File: config.mk
export PLATFORM = sky130hd
export DESIGN_NAME = ysyx_22040386_idu_stage
export DESIGN_NICKNAME = d
export VERILOG_FILES = /design/src/rtl/ysyx_22040386_pkg.sv /design/src/rtl/ysyx_22040386_imm_gen.sv /design/src/rtl/ysyx_22040386_idu_stage.sv
export SDC_FILE = /design/constraint.sdc
export NUM_CORES = 1
export LEC_CHECK = 0
export BUFFER_PORTS_ARGS = -buffer_cell sky130_fd_sc_hd__buf_2
export CAP_MARGIN = 20
export CORE_MARGIN = 3
export CORE_UTILIZATION = 48
export DETAILED_ROUTE_END_ITERATION = 6
export PLACE_DENSITY = 0.89
export SKIP_CTS_REPAIR_TIMING = 1
export SYNTH_ARGS = -nofsm -noshare
export SYNTH_HDL_FRONTEND = slang
export SYNTH_SLANG_ARGS = --single-unit
File: constraint.sdc
create_clock -name clk -period 5 [get_ports clk]
set_clock_uncertainty 0.2 [all_clocks]
set_input_delay 1.5 -clock clk [delete_from_list [all_inputs] [get_ports clk]]
set_output_delay 1.5 -clock clk [all_outputs]
set_load 0.1 [all_outputs]
File: src/rtl/ysyx_22040386_pkg.sv
// Shared decode definitions for the ysyx_22040386 IDU: opcodes, ALU operation
// encoding, the registered control bundle and funct3-to-ALU mapping.
package ysyx_22040386_pkg;

  localparam logic [6:0] OPC_LUI       = 7'b0110111;
  localparam logic [6:0] OPC_AUIPC     = 7'b0010111;
  localparam logic [6:0] OPC_JAL       = 7'b1101111;
  localparam logic [6:0] OPC_JALR      = 7'b1100111;
  localparam logic [6:0] OPC_BRANCH    = 7'b1100011;
  localparam logic [6:0] OPC_LOAD      = 7'b0000011;
  localparam logic [6:0] OPC_STORE     = 7'b0100011;
  localparam logic [6:0] OPC_OP_IMM    = 7'b0010011;
  localparam logic [6:0] OPC_OP        = 7'b0110011;
  localparam logic [6:0] OPC_OP_IMM_32 = 7'b0011011;
  localparam logic [6:0] OPC_OP_32     = 7'b0111011;
  localparam logic [6:0] OPC_SYSTEM    = 7'b1110011;

  localparam logic [31:0] EBREAK = 32'h0010_0073;

  typedef enum logic [3:0] {
    ALU_ADD   = 4'd0,
    ALU_SUB   = 4'd1,
    ALU_SLL   = 4'd2,
    ALU_SLT   = 4'd3,
    ALU_SLTU  = 4'd4,
    ALU_XOR   = 4'd5,
    ALU_SRL   = 4'd6,
    ALU_SRA   = 4'd7,
    ALU_OR    = 4'd8,
    ALU_AND   = 4'd9,
    ALU_COPYB = 4'd10,
    ALU_PC4   = 4'd11
  } alu_e;

  typedef struct packed {
    logic [4:0] rs1;
    logic [4:0] rs2;
    logic [4:0] rd;
    alu_e       alu_ctr;
    logic       asrc;
    logic       bsrc;
    logic       word;
    logic       reg_wr;
    logic       jump;
    logic       branch;
    logic       mem_rd;
    logic       mem_wr;
    logic [2:0] funct3;
    logic       illegal;
  } ctrl_t;

  // alt selects SUB for funct3=000 and SRA for funct3=101
  function automatic alu_e alu_from_f3(input logic [2:0] f3, input logic alt);
    alu_e r;
    case (f3)
      3'b000:  r = alt ? ALU_SUB : ALU_ADD;
      3'b001:  r = ALU_SLL;
      3'b010:  r = ALU_SLT;
      3'b011:  r = ALU_SLTU;
      3'b100:  r = ALU_XOR;
      3'b101:  r = alt ? ALU_SRA : ALU_SRL;
      3'b110:  r = ALU_OR;
      3'b111:  r = ALU_AND;
      default: r = ALU_ADD;
    endcase
    return r;
  endfunction

endpackage

File: src/rtl/ysyx_22040386_imm_gen.sv
// Combinational immediate generator: selects the I/S/B/J/U format from the
// opcode and sign-extends from inst[31] to XLEN.
module ysyx_22040386_imm_gen
  import ysyx_22040386_pkg::*;
#(
  parameter int XLEN = 64
) (
  input  logic [31:0]     i_inst,
  output logic [XLEN-1:0] o_imm
);

  logic [31:0] w_imm32;

  // Format select on the 32-bit view; widening happens once below
  always_comb begin
    w_imm32 = 32'd0;
    case (i_inst[6:0])
      OPC_LUI, OPC_AUIPC:
        w_imm32 = {i_inst[31:12], 12'd0};
      OPC_JAL:
        w_imm32 = {{12{i_inst[31]}}, i_inst[19:12], i_inst[20], i_inst[30:21], 1'b0};
      OPC_JALR, OPC_LOAD, OPC_OP_IMM, OPC_OP_IMM_32:
        w_imm32 = {{20{i_inst[31]}}, i_inst[31:20]};
      OPC_STORE:
        w_imm32 = {{20{i_inst[31]}}, i_inst[31:25], i_inst[11:7]};
      OPC_BRANCH:
        w_imm32 = {{20{i_inst[31]}}, i_inst[7], i_inst[30:25], i_inst[11:8], 1'b0};
      default:
        w_imm32 = 32'd0;
    endcase
  end

  assign o_imm = XLEN'(signed'(w_imm32));

endmodule

File: src/rtl/ysyx_22040386_idu_stage.sv
// RV32I/RV64I decode stage: combinational decode into one valid/ready output
// register bank, with flush, illegal-encoding flag and a sticky ebreak halt.
module ysyx_22040386_idu_stage
  import ysyx_22040386_pkg::*;
#(
  parameter int XLEN     = 64,
  parameter bit EN_RV64W = 1'b1
) (
  input  logic            clk,
  input  logic            rst_n,
  input  logic            in_valid,
  output logic            in_ready,
  input  logic [31:0]     in_inst,
  input  logic [XLEN-1:0] in_pc,
  input  logic            flush,
  output logic            out_valid,
  input  logic            out_ready,
  output logic [XLEN-1:0] out_pc,
  output logic [XLEN-1:0] out_imm,
  output logic [4:0]      out_rs1,
  output logic [4:0]      out_rs2,
  output logic [4:0]      out_rd,
  output logic [3:0]      out_alu_ctr,
  output logic            out_asrc,
  output logic            out_bsrc,
  output logic            out_word,
  output logic            out_reg_wr,
  output logic            out_jump,
  output logic            out_branch,
  output logic            out_mem_rd,
  output logic            out_mem_wr,
  output logic [2:0]      out_funct3,
  output logic            out_illegal,
  output logic            halt
);

  localparam bit RV64 = (XLEN == 64);
  localparam bit W_EN = RV64 && EN_RV64W;

  logic [XLEN-1:0] w_imm_raw, w_imm, r_pc, r_imm;
  ctrl_t           w_ctrl, r_ctrl;
  logic [2:0]      w_f3;
  logic [6:0]      w_f7;
  logic            w_ill, w_sh5_ok, w_sh6_ok, w_accept;
  logic            r_valid, r_halt;

  ysyx_22040386_imm_gen #(.XLEN(XLEN)) u_imm_gen (
    .i_inst (in_inst),
    .o_imm  (w_imm_raw)
  );

  assign w_f3 = in_inst[14:12];
  assign w_f7 = in_inst[31:25];
  // Shift-immediate upper bits may only carry the SRA selector (inst[30]) on a right shift
  assign w_sh5_ok = ~(in_inst[31] | (|in_inst[29:25])) & ((w_f3 == 3'b101) | ~in_inst[30]);
  assign w_sh6_ok = ~(in_inst[31] | (|in_inst[29:26])) & ((w_f3 == 3'b101) | ~in_inst[30]);

  // Decode opcode/funct fields into the control bundle and final immediate
  always_comb begin
    w_ctrl        = '0;
    w_ctrl.rs1    = in_inst[19:15];
    w_ctrl.rs2    = in_inst[24:20];
    w_ctrl.rd     = in_inst[11:7];
    w_ctrl.funct3 = w_f3;
    w_imm         = w_imm_raw;
    w_ill         = 1'b0;
    case (in_inst[6:0])
      OPC_LUI: begin
        w_ctrl.alu_ctr = ALU_COPYB; w_ctrl.bsrc = 1'b1; w_ctrl.reg_wr = 1'b1;
      end
      OPC_AUIPC: begin
        w_ctrl.alu_ctr = ALU_ADD; w_ctrl.asrc = 1'b1; w_ctrl.bsrc = 1'b1; w_ctrl.reg_wr = 1'b1;
      end
      OPC_JAL: begin
        w_ctrl.alu_ctr = ALU_PC4; w_ctrl.asrc = 1'b1; w_ctrl.bsrc = 1'b1;
        w_ctrl.jump = 1'b1; w_ctrl.reg_wr = 1'b1;
      end
      OPC_JALR: begin
        w_ctrl.alu_ctr = ALU_PC4; w_ctrl.bsrc = 1'b1; w_ctrl.jump = 1'b1; w_ctrl.reg_wr = 1'b1;
        w_ill = (w_f3 != 3'b000);
      end
      OPC_BRANCH: begin
        w_ctrl.alu_ctr = ALU_SUB; w_ctrl.branch = 1'b1;
        w_ill = (w_f3[2:1] == 2'b01);
      end
      OPC_LOAD: begin
        w_ctrl.alu_ctr = ALU_ADD; w_ctrl.bsrc = 1'b1; w_ctrl.mem_rd = 1'b1; w_ctrl.reg_wr = 1'b1;
        w_ill = (w_f3 == 3'b111) | (~RV64 & ((w_f3 == 3'b011) | (w_f3 == 3'b110)));
      end
      OPC_STORE: begin
        w_ctrl.alu_ctr = ALU_ADD; w_ctrl.bsrc = 1'b1; w_ctrl.mem_wr = 1'b1;
        w_ill = w_f3[2] | (~RV64 & (w_f3 == 3'b011));
      end
      OPC_OP_IMM: begin
        w_ctrl.alu_ctr = alu_from_f3(w_f3, (w_f3 == 3'b101) & in_inst[30]);
        w_ctrl.bsrc    = 1'b1;
        w_ctrl.reg_wr  = 1'b1;
        if (w_f3[1:0] == 2'b01) begin
          w_ill = RV64 ? ~w_sh6_ok : ~w_sh5_ok;
          w_imm = RV64 ? XLEN'(in_inst[25:20]) : XLEN'(in_inst[24:20]);
        end else begin
          w_ill = 1'b0;
        end
      end
      OPC_OP: begin
        w_ctrl.alu_ctr = alu_from_f3(w_f3, w_f7[5]);
        w_ctrl.reg_wr  = 1'b1;
        w_imm          = '0;
        w_ill = ~((w_f7 == 7'b0000000) |
                  ((w_f7 == 7'b0100000) & ((w_f3 == 3'b000) | (w_f3 == 3'b101))));
      end
      OPC_OP_IMM_32: begin
        w_ctrl.alu_ctr = alu_from_f3(w_f3, (w_f3 == 3'b101) & in_inst[30]);
        w_ctrl.bsrc    = 1'b1;
        w_ctrl.word    = 1'b1;
        w_ctrl.reg_wr  = 1'b1;
        if (w_f3[1:0] == 2'b01) begin
          w_imm = XLEN'(in_inst[24:20]);
        end else begin
          w_imm = w_imm_raw;
        end
        w_ill = ~W_EN | ~((w_f3 == 3'b000) | ((w_f3[1:0] == 2'b01) & ~w_f3[1] & w_sh5_ok));
      end
      OPC_OP_32: begin
        w_ctrl.alu_ctr = alu_from_f3(w_f3, w_f7[5]);
        w_ctrl.word    = 1'b1;
        w_ctrl.reg_wr  = 1'b1;
        w_imm          = '0;
        w_ill = ~W_EN |
                ~((w_f3 == 3'b000) | (w_f3 == 3'b001) | (w_f3 == 3'b101)) |
                ~((w_f7 == 7'b0000000) | ((w_f7 == 7'b0100000) & (w_f3 != 3'b001)));
      end
      OPC_SYSTEM: begin
        w_ill = (in_inst != EBREAK);
      end
      default: begin
        w_ill = 1'b1;
      end
    endcase
    // Illegal encodings still flow downstream but must not cause side effects
    if (w_ill) begin
      w_ctrl.illegal = 1'b1; w_ctrl.reg_wr = 1'b0; w_ctrl.mem_rd = 1'b0;
      w_ctrl.mem_wr  = 1'b0; w_ctrl.jump   = 1'b0; w_ctrl.branch = 1'b0;
      w_ctrl.word    = 1'b0;
    end else begin
      w_ctrl.illegal = 1'b0;
    end
  end

  assign in_ready = ~r_halt & (~r_valid | out_ready);
  assign w_accept = in_valid & in_ready & ~flush;

  // Pipeline register, valid bit and sticky halt
  always_ff @(posedge clk or negedge rst_n) begin
    if (!rst_n) begin
      r_valid <= 1'b0;
      r_halt  <= 1'b0;
      r_pc    <= '0;
      r_imm   <= '0;
      r_ctrl  <= '0;
    end else begin
      if (flush) begin
        r_valid <= 1'b0;
      end else if (w_accept) begin
        r_valid <= 1'b1;
      end else if (out_ready) begin
        r_valid <= 1'b0;
      end
      if (w_accept) begin
        r_pc   <= in_pc;
        r_imm  <= w_imm;
        r_ctrl <= w_ctrl;
        if (in_inst == EBREAK) begin
          r_halt <= 1'b1;
        end
      end
    end
  end

  assign out_valid   = r_valid;
  assign halt        = r_halt;
  assign out_pc      = r_pc;
  assign out_imm     = r_imm;
  assign out_rs1     = r_ctrl.rs1;
  assign out_rs2     = r_ctrl.rs2;
  assign out_rd      = r_ctrl.rd;
  assign out_alu_ctr = r_ctrl.alu_ctr;
  assign out_asrc    = r_ctrl.asrc;
  assign out_bsrc    = r_ctrl.bsrc;
  assign out_word    = r_ctrl.word;
  assign out_reg_wr  = r_ctrl.reg_wr;
  assign out_jump    = r_ctrl.jump;
  assign out_branch  = r_ctrl.branch;
  assign out_mem_rd  = r_ctrl.mem_rd;
  assign out_mem_wr  = r_ctrl.mem_wr;
  assign out_funct3  = r_ctrl.funct3;
  assign out_illegal = r_ctrl.illegal;

endmodule

# == Yosys cells after proc, flatten, opt, wreduce, memory -nomap -nowiden ==
# Cells that the tools add are included.
# word_totals
register_bits,161
latchBits,0
ramBits,0
mem_bits_ro,0
in_bits,101
out_inout_bits,162
elab_cells,119
memories,0
# op_classes
add_sub_neg,0
multipliers,0
div_mod_pow,0
n_lt_le_gt_ge,0
n_eq_ne,25
shifts,0
mux,26
bitwise_logic,33
reduce_logical,17
# op_table
cell,count
$pmux 64 s3,1
$pmux 32 s5,1
$mux 64,2
$pmux 4 s8,2
$eq 7x6->1 const B,5
$eq 32x21->1 const B,1
$ne 32x21->1 const B,1
$eq 7x7->1 const B,4
$eq 7x5->1 const B,3
$pmux 4 s5,1
$mux 1,17
$eq 3x3->1 const B,4
$not 1->1,12
$reduce_or 2->1,6
$or 1x1->1,11
$and 1x1->1,10
$pmux 1 s10,1
$reduce_or 9->1,1
$reduce_or 4->1,2
$reduce_or 8->1,1
$eq 7x2->1 const B,1
$logic_not 7->1,1
$eq 3x2->1 const B,2
$mux 6,1
other kinds (8),10

# == Longest topological paths before layout ==
# depth
depth_word,9
ltp_mapped,7
ltp_nobuf,5

# == By module ==
# Synthesis repeated with hierarchy kept, for this count alone.
# unflattened
cells_unflattened,858
hier_area_um2,7472.2
# modules_own_cells
module,instances,cells_per_inst,area_each_um2,seq_area_each_um2
ysyx_22040386_idu_stage,1,762,6747.7,4028.9
ysyx_22040386_imm_gen,1,96,724.4,0.0

# == Worst setup path after synthesis ==
# Ideal clock, no wire load.
# synth_timing
path_kind,input to output
startpoint,input out_ready
endpoint,output in_ready
arrival_ps,2395
path_slack_ps,905
stages,2
path_buffers,0
cell_sequence,nand2b_1 -> and2_1
# synth_between
elab_chain_cells,2
# synth_rtl
element,line,source
from (decl),ysyx_22040386_idu_stage.sv:17,"input logic out_ready,"
$or 1x1->1,ysyx_22040386_idu_stage.sv:150,assign in_ready = ~r_halt & (~r_valid | out_ready);
$and 1x1->1,ysyx_22040386_idu_stage.sv:150,
to (decl),ysyx_22040386_idu_stage.sv:12,"output logic in_ready,"
# Every way passes these cells.

# == Final worst setup path ==
# Ends and elaborated chain as after synthesis.

==> impl_metrics.json <==
{
  "status": "finished, final reports clean",
  "critPathCaptureType": "output pin",
  "antenna-diode-count": 0,
  "worst_setup_path_start_kind": "primary input",
  "slew_viol_final": 0,
  "worst-endpoint-required_ns": 3.30,
  "cp_top_family": "buffers and inverters",
  "slew_headroom_pct": 45.9,
  "grt_first_pass_wirelength_um": 25900,
  "synth.yosys.seq_area_share_pct": 55.0,
  "min_period_over_period_pct": 80.6,
  "synth_ff_type": "dfrtp_1",
  "syn_inst": 646,
  "max_freq_mhz": 248,
  "cp.depth": 4,
  "criticalPathCategory": "in -> out",
  "synth_area_per_cell_um2": 9.09,
  "via_per_inst": 5.30,
  "power_uw": 3750,
  "dr.max_layer_used": "met4",
  "wl_met3_um": 1490,
  "drtIter0Drc": 434,
  "clk_pin_slew_ns": 0.05,
  "synth.ff_latch_count": 129,
  "arrival_ns": 2.33,
  "start_util_pct": 50.3,
  "layout-drive-gt1-share_pct": 35.5,
  "syn_to_final_growth_pct": 29.3,
  "finalSetupTns_ns": 0,
  "hp-class": "reg -> reg",
  "ys_async_sr_fraction_pct": 100,
  "max_stage_delay_ns": 0.42,
  "synth_fp_nets": 747,
  "period_minus_slack_ns": 4.03,
  "ir_drop_mv": 0.332,
  "grt_max_degree": 90,
  "cts_tree": "built",
  "finalHoldViolCount": 0,
  "wirelength_um": 17000,
  "path_common_cell": "buf_2",
  "wirelength_met1_um": 7000,
  "antenna_found_initial": 0,
  "core_mm2": 0.0117,
  "setup_viol": 0,
  "dr_wl_met2_um": 7920,
  "synth-edff-count": 0,
  "worstPathCellList": "buf_2 > nand2b_1 > and2_1 > buf_2",
  "crit_buf_inv": 2,
  "cts.sinks": 129,
  "yosysWarnings": 0,
  "port_buffers": 262,
  "wl_per_cell_um": 16.7,
  "postLayoutCellArea_mm2": 0.00759,
  "vias": 5400,
  "p_leak_uw": 0.00425,
  "worstMarginPinSlew_ns": 0.811,
  "die-area_mm2": 0.0136,
  "critPathMaxFanout": 4,
  "whs_path_depth": 2,
  "io_pins": 263,
  "rr_worst_depth": 5,
  "place_area_mm2": 0.00702,
  "clockRootBuffer": "clkbuf_16",
  "grt_pass1_vias": 5145,
  "drv_cap": 0,
  "drc": 0,
  "clockBufferDepth": 2,
  "critPathSlowestCell": "buf_2",
  "row_count": 39,
  "fin_nets": 965,
  "reg2reg_slack_ns": 2.73,
  "dr.pass1.iters": 5,
  "gr-usage-all-layers_pct": 24.8,
  "overflow": 0,
  "fp.dieW_um": 117,
  "cts-htree-levels": 4,
  "ant_nets": 0,
  "gp_congestion": 0.968,
  "rsz0062_at_grt": "no",
  "die_y_um": 117,
  "synth_area_mm2": 0.00587,
  "hpwl_um": 12400,
  "pwr_density_cell_mw_per_mm2": 494,
  "clock_latency_ns": 0.40,
  "ys_types": 56,
  "cts_buffers": 17
}
-- cell usage in the layout, fill, tap and decap left out, types with 3 or more instances in the layout --
| cell | synthesis | routed |
|---|---|---|
| dfrtp_1 | 129 | 129 |
| o22ai_1 | 3 | 3 |
| nor2_1 | 13 | 13 |
| o21ai_0 | 25 | 25 |
| nor3_1 | 4 | 4 |
| a22o_1 | 6 | 6 |
| clkinvlp_4 | 0 | 3 |
| buf_4 | 32 | 5 |
| inv_1 | 7 | 7 |
| buf_2 | 10 | 261 |
| clkbuf_16 | 0 | 17 |
| nand2_1 | 282 | 282 |
| o211ai_1 | 3 | 3 |
| a211oi_1 | 13 | 13 |
| a21oi_1 | 5 | 5 |
| clkinv_2 | 0 | 4 |
| a221o_1 | 10 | 10 |
| nand3_1 | 6 | 5 |
| nand2b_1 | 6 | 6 |
| nor4_1 | 6 | 6 |
| a22oi_1 | 5 | 5 |
| o31ai_1 | 8 | 8 |
-- area by class of cell --
type / instances / area [um^2]
clock inverter: 13 / 138
multi-input combinational: 442 / 2230
sequential: 129 / 3230
timing repair buffer: 267 / 1360
inverter: 7 / 26.3
clock buffer: 18 / 439
fill: 952 / 4070
tap: 143 / 179
-- final timing paths --
kind,startpoint,end
worst max-delay path,out_ready,in_ready
worst min register to register,out_pc[32],out_pc[32]
worst min-delay path,out_pc[32],out_pc[32]
min in group asynchronous,rst_n,out_imm[9]
max in group asynchronous,rst_n,out_imm[16]
worst max register to register,out_valid,out_imm[0]
-- worst register-to-register path, cell delays in order, from the launching register on --
cell and delay, ns:
dfrtp_1 0.38, nand2b_1 0.17, and3_4 0.33, buf_4 0.66
nand2b_1 0.23, o21ai_0 0.22
-- through the flow --
step | std cells | hold slack [ns] | worst slack (ns) | utilization [%]
after floorplan | 646 | 0.758 | 0.905 | -
after CTS | 1019 | 0.271 | 0.970 | 65.1
final | 1019 | 0.265 | 0.971 | 65.1
after global routing | 1019 | 0.290 | 0.928 | 65.1
after global placement | 988 | 0.251 | 0.981 | 60.2
after detailed placement | 988 | 0.256 | 0.976 | 60.2
-- cells by family after synthesis --
| logic type | Yosys count | synth area share, % |
|---|---|---|
| compound gates | 95 | 11.8 |
| buf+inv | 75 | 7.35 |
| flops | 129 | 55.0 |
| mux | 3 | 0.533 |
| simple gates | 344 | 25.3 |
-- registers in the layout (all words and copies together), names as in the netlist, 3 cells and up --
| register | cells |
|---|---|
| out_rd | 5 |
| out_imm | 32 |
| out_alu_ctr | 4 |
| out_pc | 64 |
| out_rs1 | 5 |
| out_funct3 | 3 |
| out_rs2 | 5 |
-- report_power, final --
part	internal (uW)	switching [uW]
sequential	1160	60.6
combinational	179	1160
clock	744	453
-- cells in the mapped netlist, drive strengths merged, types with 3 or more instances --
master	count	area (um^2)
dfrtp	129	3230
clkbuf	23	88.8
inv	7	26.3
a22oi	5	37.5
nor4	7	58.8
nor2	13	48.8
nand3	6	30.0
o21ai	25	125
nand2	282	1060
buf	45	317
o211ai	5	47.5
a221o	10	100
a211oi	14	110
and2	3	20.0
o22ai	3	18.8
a22o	6	52.6
nand2b	6	37.5
o31ai	8	60.1
nor3	6	40.0
a21oi	5	25.0
-- routing by layer --
layer | vias up | global-route usage (%)
li1 | 2564 | -
met1 | 2509 | 34.1
met2 | 290 | 37.0
met3 | 37 | 6.37
met4 | 0 | 11.4
met5 | - | 0
No activity file was read; power rests on OpenSTA's default activity.
